<file path="config.mk">
export PLATFORM = sky130hd
export DESIGN_NAME = camera_frame_tx
export DESIGN_NICKNAME = d
export VERILOG_FILES = /design/src/rtl/camera_pkg.sv /design/src/rtl/camera_gap_timer.sv /design/src/rtl/camera_frame_tx.sv
export SDC_FILE = /design/constraint.sdc
export NUM_CORES = 1
export LEC_CHECK = 0
export CAP_MARGIN = 10
export CORE_MARGIN = 1.5
export CORE_UTILIZATION = 36
export DETAILED_ROUTE_END_ITERATION = 7
export PLACE_DENSITY_LB_ADDON = 0.15
export SYNTH_ARGS = -nofsm -noshare
export SYNTH_HDL_FRONTEND = slang
export SYNTH_SLANG_ARGS = --single-unit
</file>
<file path="constraint.sdc">
create_clock -name sys_clk -period 4.57 [get_ports sys_clk]
set_input_delay 0.914 -clock sys_clk [delete_from_list [all_inputs] [get_ports sys_clk]]
set_output_delay 0.914 -clock sys_clk [all_outputs]
set_load 0.03 [all_outputs]
</file>
<file path="src/rtl/camera_pkg.sv">
// Shared types and constants for the camera frame replay path.
package camera_pkg;

  typedef enum logic [2:0] {
    IDLE,
    FSTART,
    LINE,
    LGAP,
    DRAIN,
    FGAP
  } tx_state_t;

  localparam int unsigned HAWK_PIX_W = 24;
  localparam int unsigned OWL_PIX_W  = 48;

endpackage

</file>
<file path="src/rtl/camera_gap_timer.sv">
// Loadable down-counter used to time both line and frame blanking.
module camera_gap_timer #(
  parameter int unsigned CntW = 16
) (
  input  logic            sys_clk,
  input  logic            sys_rst,
  input  logic            load,
  input  logic [CntW-1:0] load_val,
  input  logic            en,
  output logic            done
);

  logic [CntW-1:0] cnt_q;

  // Load has priority; otherwise count down while enabled and stop at zero.
  always_ff @(posedge sys_clk) begin
    if (sys_rst) begin
      cnt_q <= '0;
    end else if (load) begin
      cnt_q <= load_val;
    end else if (en && (cnt_q != '0)) begin
      cnt_q <= cnt_q - 1'b1;
    end
  end

  assign done = (cnt_q == '0);

endmodule

</file>
<file path="src/rtl/camera_frame_tx.sv">
// Replays a stored frame from the MM2S stream as an FVAL/LVAL/DVAL pixel bus.
// Optional internal test pattern source enabled by defining CAMERA_TX_PATTERN_EN.
module camera_frame_tx
  import camera_pkg::*;
#(
  parameter int unsigned LINE_GAP  = 16,
  parameter int unsigned FRAME_GAP = 64
) (
  input  logic        sys_clk,
  input  logic        sys_rst,
  input  logic        start,
  input  logic        cameraSel,
  input  logic        testMode,
  input  logic [15:0] image_width,
  input  logic [15:0] image_height,
  input  logic [63:0] M_AXIS_MM2S_0_tdata,
  input  logic [7:0]  M_AXIS_MM2S_0_tkeep,
  input  logic        M_AXIS_MM2S_0_tlast,
  input  logic        M_AXIS_MM2S_0_tvalid,
  output logic        M_AXIS_MM2S_0_tready,
  output logic        fval,
  output logic        lval,
  output logic        dval,
  output logic [47:0] pixel,
  output logic        busy,
  output logic        frame_done,
  output logic        err_short,
  output logic        err_long
);

  // Timer holds N-1 so that the gap state lasts exactly N cycles.
  localparam logic [15:0] LineGapLd  = 16'(LINE_GAP - 1);
  localparam logic [15:0] FrameGapLd = 16'(FRAME_GAP - 1);

  tx_state_t   state_q, state_d;
  logic [15:0] col_q, row_q, width_q, height_q;
  logic        cam_sel_q;
  logic        fval_q, lval_q, dval_q, busy_q, done_q, err_s_q, err_l_q;
  logic [47:0] pixel_q;

  logic        pat_active, start_ok, beat, take_line, last_col, last_row;
  logic        err_s_set, err_l_set;
  logic        gap_load, gap_en, gap_done;
  logic [15:0] gap_val;
  logic [OWL_PIX_W-1:0] pix_src, pix_out;
  logic        unused_in;

`ifdef CAMERA_TX_PATTERN_EN
  logic test_mode_q;

  // Pattern mode latched at start; it replaces the stream entirely.
  always_ff @(posedge sys_clk) begin
    if (sys_rst) begin
      test_mode_q <= 1'b0;
    end else if (start_ok) begin
      test_mode_q <= testMode;
    end
  end

  assign pat_active = test_mode_q;
  assign pix_src    = pat_active ? {8'h00, row_q, col_q} : M_AXIS_MM2S_0_tdata[47:0];
  assign unused_in  = ^{M_AXIS_MM2S_0_tkeep, M_AXIS_MM2S_0_tdata[63:48]};
`else
  assign pat_active = 1'b0;
  assign pix_src    = M_AXIS_MM2S_0_tdata[47:0];
  assign unused_in  = ^{M_AXIS_MM2S_0_tkeep, M_AXIS_MM2S_0_tdata[63:48], testMode};
`endif

  assign pix_out = cam_sel_q ? pix_src
                             : {{(OWL_PIX_W - HAWK_PIX_W){1'b0}}, pix_src[HAWK_PIX_W-1:0]};

  assign M_AXIS_MM2S_0_tready = !pat_active && ((state_q == LINE) || (state_q == DRAIN));
  assign beat      = M_AXIS_MM2S_0_tvalid && M_AXIS_MM2S_0_tready;
  assign take_line = (state_q == LINE) && (pat_active || beat);
  assign last_col  = (col_q == width_q - 16'd1);
  assign last_row  = (row_q == height_q - 16'd1);
  assign start_ok  = (state_q == IDLE) && start && (image_width != 16'd0)
                     && (image_height != 16'd0);

  // Next-state decode; an early tlast aborts the frame ahead of line-end handling.
  always_comb begin
    state_d   = state_q;
    err_s_set = 1'b0;
    err_l_set = 1'b0;
    unique case (state_q)
      IDLE:   if (start_ok) state_d = FSTART;
      FSTART: state_d = LINE;
      LINE: begin
        if (take_line) begin
          if (last_col && last_row) begin
            if (pat_active || M_AXIS_MM2S_0_tlast) begin
              state_d = FGAP;
            end else begin
              state_d   = DRAIN;
              err_l_set = 1'b1;
            end
          end else if (!pat_active && M_AXIS_MM2S_0_tlast) begin
            state_d   = FGAP;
            err_s_set = 1'b1;
          end else if (last_col) begin
            state_d = LGAP;
          end
        end
      end
      LGAP:   if (gap_done) state_d = LINE;
      DRAIN:  if (beat && M_AXIS_MM2S_0_tlast) state_d = FGAP;
      FGAP:   if (gap_done) state_d = IDLE;
      default: state_d = IDLE;
    endcase
  end

  assign gap_load = (state_d != state_q) && ((state_d == LGAP) || (state_d == FGAP));
  assign gap_val  = (state_d == LGAP) ? LineGapLd : FrameGapLd;
  assign gap_en   = (state_q == LGAP) || (state_q == FGAP);

  camera_gap_timer #(
    .CntW(16)
  ) u_gap_timer (
    .sys_clk (sys_clk),
    .sys_rst (sys_rst),
    .load    (gap_load),
    .load_val(gap_val),
    .en      (gap_en),
    .done    (gap_done)
  );

  // State, frame geometry latch and pixel position counters.
  always_ff @(posedge sys_clk) begin
    if (sys_rst) begin
      state_q   <= IDLE;
      col_q     <= '0;
      row_q     <= '0;
      width_q   <= '0;
      height_q  <= '0;
      cam_sel_q <= 1'b0;
    end else begin
      state_q <= state_d;
      if (start_ok) begin
        width_q   <= image_width;
        height_q  <= image_height;
        cam_sel_q <= cameraSel;
        col_q     <= '0;
        row_q     <= '0;
      end else if ((state_q == LGAP) && gap_done) begin
        row_q <= row_q + 16'd1;
        col_q <= '0;
      end else if (take_line && !last_col) begin
        col_q <= col_q + 16'd1;
      end
    end
  end

  // Registered outputs: framing lags state by one cycle, pixel lags its beat by one.
  always_ff @(posedge sys_clk) begin
    if (sys_rst) begin
      fval_q  <= 1'b0;
      lval_q  <= 1'b0;
      dval_q  <= 1'b0;
      pixel_q <= '0;
      busy_q  <= 1'b0;
      done_q  <= 1'b0;
      err_s_q <= 1'b0;
      err_l_q <= 1'b0;
    end else begin
      fval_q <= state_q inside {FSTART, LINE, LGAP, DRAIN};
      lval_q <= (state_q == LINE);
      dval_q <= take_line;
      if (take_line) pixel_q <= pix_out;
      busy_q <= (state_d != IDLE);
      done_q <= (state_q == FGAP) && gap_done;
      if (start_ok) begin
        err_s_q <= 1'b0;
        err_l_q <= 1'b0;
      end else begin
        if (err_s_set) err_s_q <= 1'b1;
        if (err_l_set) err_l_q <= 1'b1;
      end
    end
  end

  assign fval       = fval_q;
  assign lval       = lval_q;
  assign dval       = dval_q;
  assign pixel      = pixel_q;
  assign busy       = busy_q;
  assign frame_done = done_q;
  assign err_short  = err_s_q;
  assign err_long   = err_l_q;

endmodule

</file>
==> results.toml, run 1 <==
[route]
drc = 0
wl_per_cell_um = 15.7
detail_route.vias_per_cell = 5.17
drtAntennaViolNets = 0
drt_first_pass_iters = 6
wirelength_um = 19500
first_iter_violations = 352
route.vias.total = 6419

[sta]
slew_violations = 0
tns_ps = 0
relSlewSlack_pct = 36.5
finalHoldViolCount = 0
fmax_ghz = 0.278
final.hold.worst_slack_ps = 447
fin_crit_ps = 3600
rsz0062_at_grt = "false"
worst_pin_slew_ps = 951
period_share_pct = 78.8
finalSetupViolCount = 0
setup_slack_ps = 968
worst_clock_skew_ps = 8.44

[clocking]
cts_resized = 0
cts.sinks = 139
hold_buffers = 0
ctsLongestPathBuffers = 2
cts_tree = "built"
cts_setup_buffers = 0
clk_pin_slew_ps = 60
clockRootBuffer = "clkbuf_16"
clk_latency_ps = 420
numCtsBuffers = 17
htreeDepth = 4

[floorplan]
rows = 50
start_util_pct = 37.2
die_area_sq_um = 20400
die_y_um = 143
die_x_um = 143
core_area_sq_um = 18900
num_io_pins = 167

[setup_path]
path_delay_family = "simple AND/OR/NAND/NOR gates"
path_cells = "inv_1 -> ha_1 -> nor4b_1 -> and4b_1 -> mux2i_1 -> mux2i_1 -> o21ai_0 -> and2_1 -> nand4b_4 -> mux2i_1"
cp_slowest_cell = "and2_1"
worstRegToRegCells = 10
worst-path-stages = 10
crit_path_max_incr_delay_ps = 710
crit_buf_inv = 1
r2r-end = "col_q[5]$_SDFFE_PP0P_"
end_kind = "register"
reg2reg_from = "width_q[0]$_SDFFE_PP0P_"
crit_type = "register to register"
required_ps = 4920
startpoint_type = "register"
crit_arrival_ps = 3950
r2r_slack_ps = 970
crit_fanout = 19
crit_path_frequent_cell = "mux2i_1"

[yosys]
syn-cell-area_sq_um = 7020
synth_nets = 972
synth-async-reset-ratio_pct = 0
yosys-top-cells-area = "dfxtp_1 (40%), mux2i_1 (6.8%), nand2_1 (6.1%), a21oi_1 (5.1%), nor2_1 (4.2%)"
synth.avg_cell_area_sq_um = 8.20
synthCells = 856
yosysSeqAreaShare_pct = 39.6
yosysTopAreaCell = "dfxtp_1"
synth_top_area_share_pct = 39.6
synth-edff-count = 0
ys_types = 70
synth_ff_type = "dfxtp_1"
synth-seq-cells = 139
synth_warnings = 0

[pwr]
p_leak_nw = 3.28
peakVddDrop_mv = 0.274
power.total_mw = 3.32
power.density_nw_per_um2 = 362

[min_path]
hold_path_class = "register to register"
min_path_cells = 2
hp-start = "pixel[27]$_SDFFE_PP0P_"
holdPathEnd = "pixel[27]$_SDFFE_PP0P_"

[cells_and_area]
fillers = 1907
drive_gt1_share_pct = 6.32
syn2layout_area_growth_pct = 30.6
antenna_cells = 0
fin_area_sq_um = 9170
fin_cells = 1241
layout.nets = 1085
final_util_pct = 48.5

[grt]
grt_pass1_vias = 5965
grt_pass1_wl_um = 31400
track_usage_pct = 19.5
grt_max_degree = 61
grt_overflow = 0
antenna_found_initial = 0

[placed_design]
io_buffer_count = 141
placed_area_sq_um = 8610
pre_cts_ws_ps = 784
hpwlAfterDp_um = 13800
place_congestion = 0.853
dp_cells = 1210

[flow_run]
drv_cap = 0

[status]
outcome = "completed"
## metal layers
metal	vias to the layer above	GRT usage [%]	part of all wire [%]
li1	3263	-	-
met4	0	8.52	3.1
met1	2995	26.5	47
met3	39	3.45	3.6
met5	-	0	0
met2	122	30.3	46
## how the worst max path moves through the flow
stage | start | end | slack (ps)
after floorplan | height_q[0]$_SDFFE_PP0P_ | u_gap_timer.cnt_q[11]$_SDFFE_PP0P_ | 1540
after global placement | image_height[0] | col_q[2]$_SDFFE_PP0P_ | 820
after detailed placement | image_height[11] | col_q[0]$_SDFFE_PP0P_ | 780
after CTS | width_q[0]$_SDFFE_PP0P_ | col_q[5]$_SDFFE_PP0P_ | 980
after global routing | width_q[0]$_SDFFE_PP0P_ | col_q[5]$_SDFFE_PP0P_ | 630
final | width_q[0]$_SDFFE_PP0P_ | col_q[5]$_SDFFE_PP0P_ | 970
## placed cells by master, fill, tap and decap left out, types with 4 or more instances in the layout
cell type / n
clkdlybuf4s50_1: 140
dfxtp_1: 139
nand2_1: 115
nor2_1: 77
a21oi_1: 71
mux2i_1: 48
nand3_1: 35
xnor2_1: 32
nor4_1: 26
xor2_1: 26
nor3_1: 26
o21ai_0: 24
or3_1: 22
inv_1: 17
clkbuf_16: 17
nand4_1: 16
buf_4: 12
and3_1: 9
o211ai_1: 8
nand2b_1: 7
clkinvlp_4: 6
nor4_2: 5
a31oi_1: 5
nor4b_1: 5
ha_1: 5
or4_1: 4
nor2b_1: 4
nand3b_1: 4
o21a_1: 4
a22oi_1: 4
and4_1: 4
## worst min-delay path: stages, from the launching register on
cell     delay (ps)
dfxtp_1         310
nand2_1          50
a21oi_1          50
## cell type report
cell class / instances / area (sq um) / share of cell area [%]
multi-input combinational: 642 / 3940 / 43.0
sequential: 139 / 2780 / 30.3
timing repair buffer: 152 / 1490 / 16.3
clock buffer: 21 / 470 / 5.13
tap: 260 / 325 / 3.55
clock inverter: 10 / 93.8 / 1.02
inverter: 17 / 63.8 / 0.696
## power by group
group          leakage (nW)  internal, mW  total, mW  switching (mW)
Sequential             1.13          1.27       1.33          0.0661
Clock                 0.259         0.786       1.32           0.530
Combinational          1.89         0.311      0.675           0.364
## registers in the layout (all words and copies together) (netlist names), 3 cells and up
name,cells
col_q,16
height_q,16
pixel,48
row_q,16
state_q,3
u_gap_timer.cnt_q,16
width_q,16
## synth_stat cells (2+ instances only)
cell and instances:
a211o_1 2, a211oi_1 2, a21o_1 3, a21oi_1 71
a22oi_1 4, a31oi_1 5, and2_1 2, and3_1 9
and3b_1 2, and4_1 4, and4b_1 3, buf_1 3
buf_2 5, clkbuf_1 47, dfxtp_1 139, ha_1 5
inv_1 17, mux2i_1 48, nand2_1 115, nand2b_1 7
nand3_1 35, nand3b_1 4, nand4_1 16, nand4b_1 3
nor2_1 78, nor2b_1 4, nor3_1 26, nor4_1 26
nor4_2 5, nor4b_1 5, nor4b_2 2, o211ai_1 8
o21a_1 4, o21ai_0 24, o21ai_1 2, o22ai_1 2
o311a_1 2, o31a_1 2, o32ai_1 2, or2_2 3
or3_1 22, or4_1 4, xnor2_1 32, xor2_1 26
## kinds of logic after synthesis
| group | after synthesis | synth area share, % |
|---|---|---|
| fa+ha+maj | 5 | 0.891 |
| xor+xnor | 58 | 7.23 |
| flops | 139 | 39.6 |
| simple gates | 382 | 28.1 |
| mux | 48 | 6.84 |
| buf+inv | 75 | 4.45 |
| compound gates | 149 | 12.9 |
(Power assumes the default switching activity.)
==> run 2, diff against run 1 <==
==> constraint.sdc (replaced) <==
create_clock -name sys_clk -period 3.1 [get_ports sys_clk]
set_input_delay 0.62 -clock sys_clk [delete_from_list [all_inputs] [get_ports sys_clk]]
set_output_delay 0.62 -clock sys_clk [all_outputs]
set_load 0.03 [all_outputs]
==> results.toml, run 2 (synthesis results as in run 1) <==
[cells_and_area]
syn2layout_area_growth_pct = 35.3
final_cell_mix = "clkdlybuf4s50_1 (140), dfxtp_1 (139), nand2_1 (115)"
fillers = 1872
drive_gt1_share_pct = 9.89
final_common_cell = "clkdlybuf4s50_1"
largest_reg_flops = 48
antenna_cells = 0
fin_area_sq_um = 9500
layout.nets = 1114

[route]
detail_route.vias_per_cell = 5.11
first_iter_violations = 297
wl_met2_um = 9000
wl_per_cell_um = 15.4
drtAntennaViolNets = 0
top_layer = "met4"
m1WireLength_um = 9550
drc = 0
drt_first_pass_iters = 5
route.vias.total = 6491
wirelength_um = 19500
wl_met3_um = 605

[grt]
track_usage_pct = 19.4
grt_pass1_vias = 6088
grt_max_degree = 50
grt_pass1_wl_um = 31600
grt_overflow = 0
antenna_found_initial = 0

[min_path]
hp-start = "pixel[42]$_SDFFE_PP0P_"
hold_path_class = "register to register"
holdPathEnd = "pixel[42]$_SDFFE_PP0P_"
min_path_cells = 2

[floorplan]
die_y_um = 143
die_x_um = 143
rows = 50
start_util_pct = 37.2
die_area_sq_um = 20400
num_io_pins = 167
core_area_sq_um = 18900

[pwr]
power.density_nw_per_um2 = 537
p_sw_mw = 1.44
sw_frac_of_total_pct = 28.3
peakVddDrop_mv = 0.378
internal_power_mw = 3.66
p_comb_share_pct = 21.2
seq_power_share_pct = 38.2
p_leak_nw = 3.45
pwr-share-clk_pct = 40.6

[sta]
relSlewSlack_pct = 39.1
period_share_pct = 93.5
rsz0062_at_grt = "false"
worst_pin_slew_ps = 912
final.hold.worst_slack_ps = 450
tns_ps = 0
fmax_ghz = 0.345
fin_crit_ps = 2900
finalHoldViolCount = 0
worst_clock_skew_ps = 5.55
slew_violations = 0
finalSetupViolCount = 0

[setup_path]
path_cells = "inv_1 -> ha_1 -> or3b_2 -> o311a_1 -> a311oi_1 -> a21oi_1 -> and4_1 -> nand4b_1 -> a21oi_2 -> buf_4 -> nor3_1"
crit_path_max_incr_delay_ps = 490
reg2reg_from = "height_q[0]$_SDFFE_PP0P_"
crit_arrival_ps = 3180
end_kind = "register"
worst-path-stages = 11
crit_fanout = 9
crit_buf_inv = 2
r2r-end = "u_gap_timer.cnt_q[7]$_SDFFE_PP0P_"
r2r_slack_ps = 200
required_ps = 3380
cp_slowest_cell = "or3b_2"
startpoint_type = "register"
path_delay_family = "simple AND/OR/NAND/NOR gates"
crit_type = "register to register"
worstRegToRegCells = 11

[clocking]
numCtsBuffers = 17
clk_pin_slew_ps = 60
cts.sinks = 139
htreeDepth = 4
cts_tree = "built"
ctsLongestPathBuffers = 2
cts_setup_buffers = 0
hold_buffers = 0
clk_latency_ps = 420
clockRootBuffer = "clkbuf_16"

[placed_design]
hpwlAfterDp_um = 14200
place_congestion = 0.861
io_buffer_count = 141
placed_area_sq_um = 8840

[status]
outcome = "completed"

[flow_run]
drv_cap = 0
==> run 2: cell types whose count changed in the layout (fill, tap and decap cells not counted), moves of 2 or more <==
cell and change:
clkinvlp_4 -2, clkbuf_8 -2, clkbuf_1 +2, o21ai_0 -4, nor4_1 -7, o21ai_1 +4, nor4_2 +6, buf_4 +28
bufinv_16 +2
==> run 2: layout make-up <==
class                   instances  area [sq um]  share of cell area [%]
clock inverters                11           144                    1.51
well taps                     260           325                    3.42
repair buffers                181          1720                    18.1
clock buffers                  21           450                    4.74
inverters                      17          63.8                   0.671
flip-flops and latches        139          2780                    29.3
multi-input cells             642          4020                    42.3
==> run 2: power groups by stage <==
stage	combinational, mW	sequential (mW)	clock [mW]
6_report	1.08	1.95	2.07
3_3_place_gp	1.06	1.99	0
2_1_floorplan	0.655	1.99	0
3_5_place_dp	1.06	1.99	0
4_1_cts	1.07	1.95	2.11
5_1_grt	1.19	1.96	2.18
==> run 2: how the worst max path moves through the flow <==
stage | startpoint | slack [ps] | end
floorplan | height_q[0]$_SDFFE_PP0P_ | 70 | u_gap_timer.cnt_q[11]$_SDFFE_PP0P_
global placement | width_q[0]$_SDFFE_PP0P_ | -30 | u_gap_timer.cnt_q[10]$_SDFFE_PP0P_
detailed placement | width_q[0]$_SDFFE_PP0P_ | -70 | u_gap_timer.cnt_q[10]$_SDFFE_PP0P_
CTS | width_q[0]$_SDFFE_PP0P_ | 3 | u_gap_timer.cnt_q[10]$_SDFFE_PP0P_
global route | height_q[0]$_SDFFE_PP0P_ | 30 | u_gap_timer.cnt_q[2]$_SDFFE_PP0P_
finish | height_q[0]$_SDFFE_PP0P_ | 200 | u_gap_timer.cnt_q[7]$_SDFFE_PP0P_
==> run 2: metrics by stage <==
step / cells / worst slack, ps / power [mW] / utilization, %
global placement: 1239 / -26.1 / 3.04 / 46.8
floorplan: 856 / 66.2 / 2.65 / -
finish: 1271 / 201 / 5.10 / 50.3
global route: 1271 / 34.1 / 5.33 / 50.3
CTS: 1271 / 3.00 / 5.12 / 49.9
detailed placement: 1239 / -66.3 / 3.05 / 46.8
==> run 2: timing repair <==
item                       4_1_cts  5_1_grt
setup endpoints to repair        4       30
gates resized for setup          1       16
pin swaps                        0        5
==> run 2: per-layer routing <==
metal,global-route usage [%],up-vias
li1,-,3321
met1,26.9,3042
met2,30.2,106
met3,3.25,22
met4,6.89,0
met5,0,-
==> run 2: worst register-to-register path: cells and delay by family, from the launching register on <==
family / cells / cell delay, ps
buffers and inverters: 2 / 230
AOI/OAI and AO/OA: 4 / 990
and+or+nand+nor: 4 / 1090
adders and majority gates: 1 / 160
DFF: 1 / 310
==> run 3, diff against run 2 <==
--- a/config.mk
+++ b/config.mk
@@ -5,6 +5,7 @@
 export SDC_FILE = /design/constraint.sdc
 export NUM_CORES = 1
 export LEC_CHECK = 0
+export ABC_CLOCK_PERIOD_IN_PS = 3100
 export CAP_MARGIN = 10
 export CORE_MARGIN = 1.5
 export CORE_UTILIZATION = 36
==> results of run 3 <==
No change in the layout: final DEF, timing and power equal those of run 2.
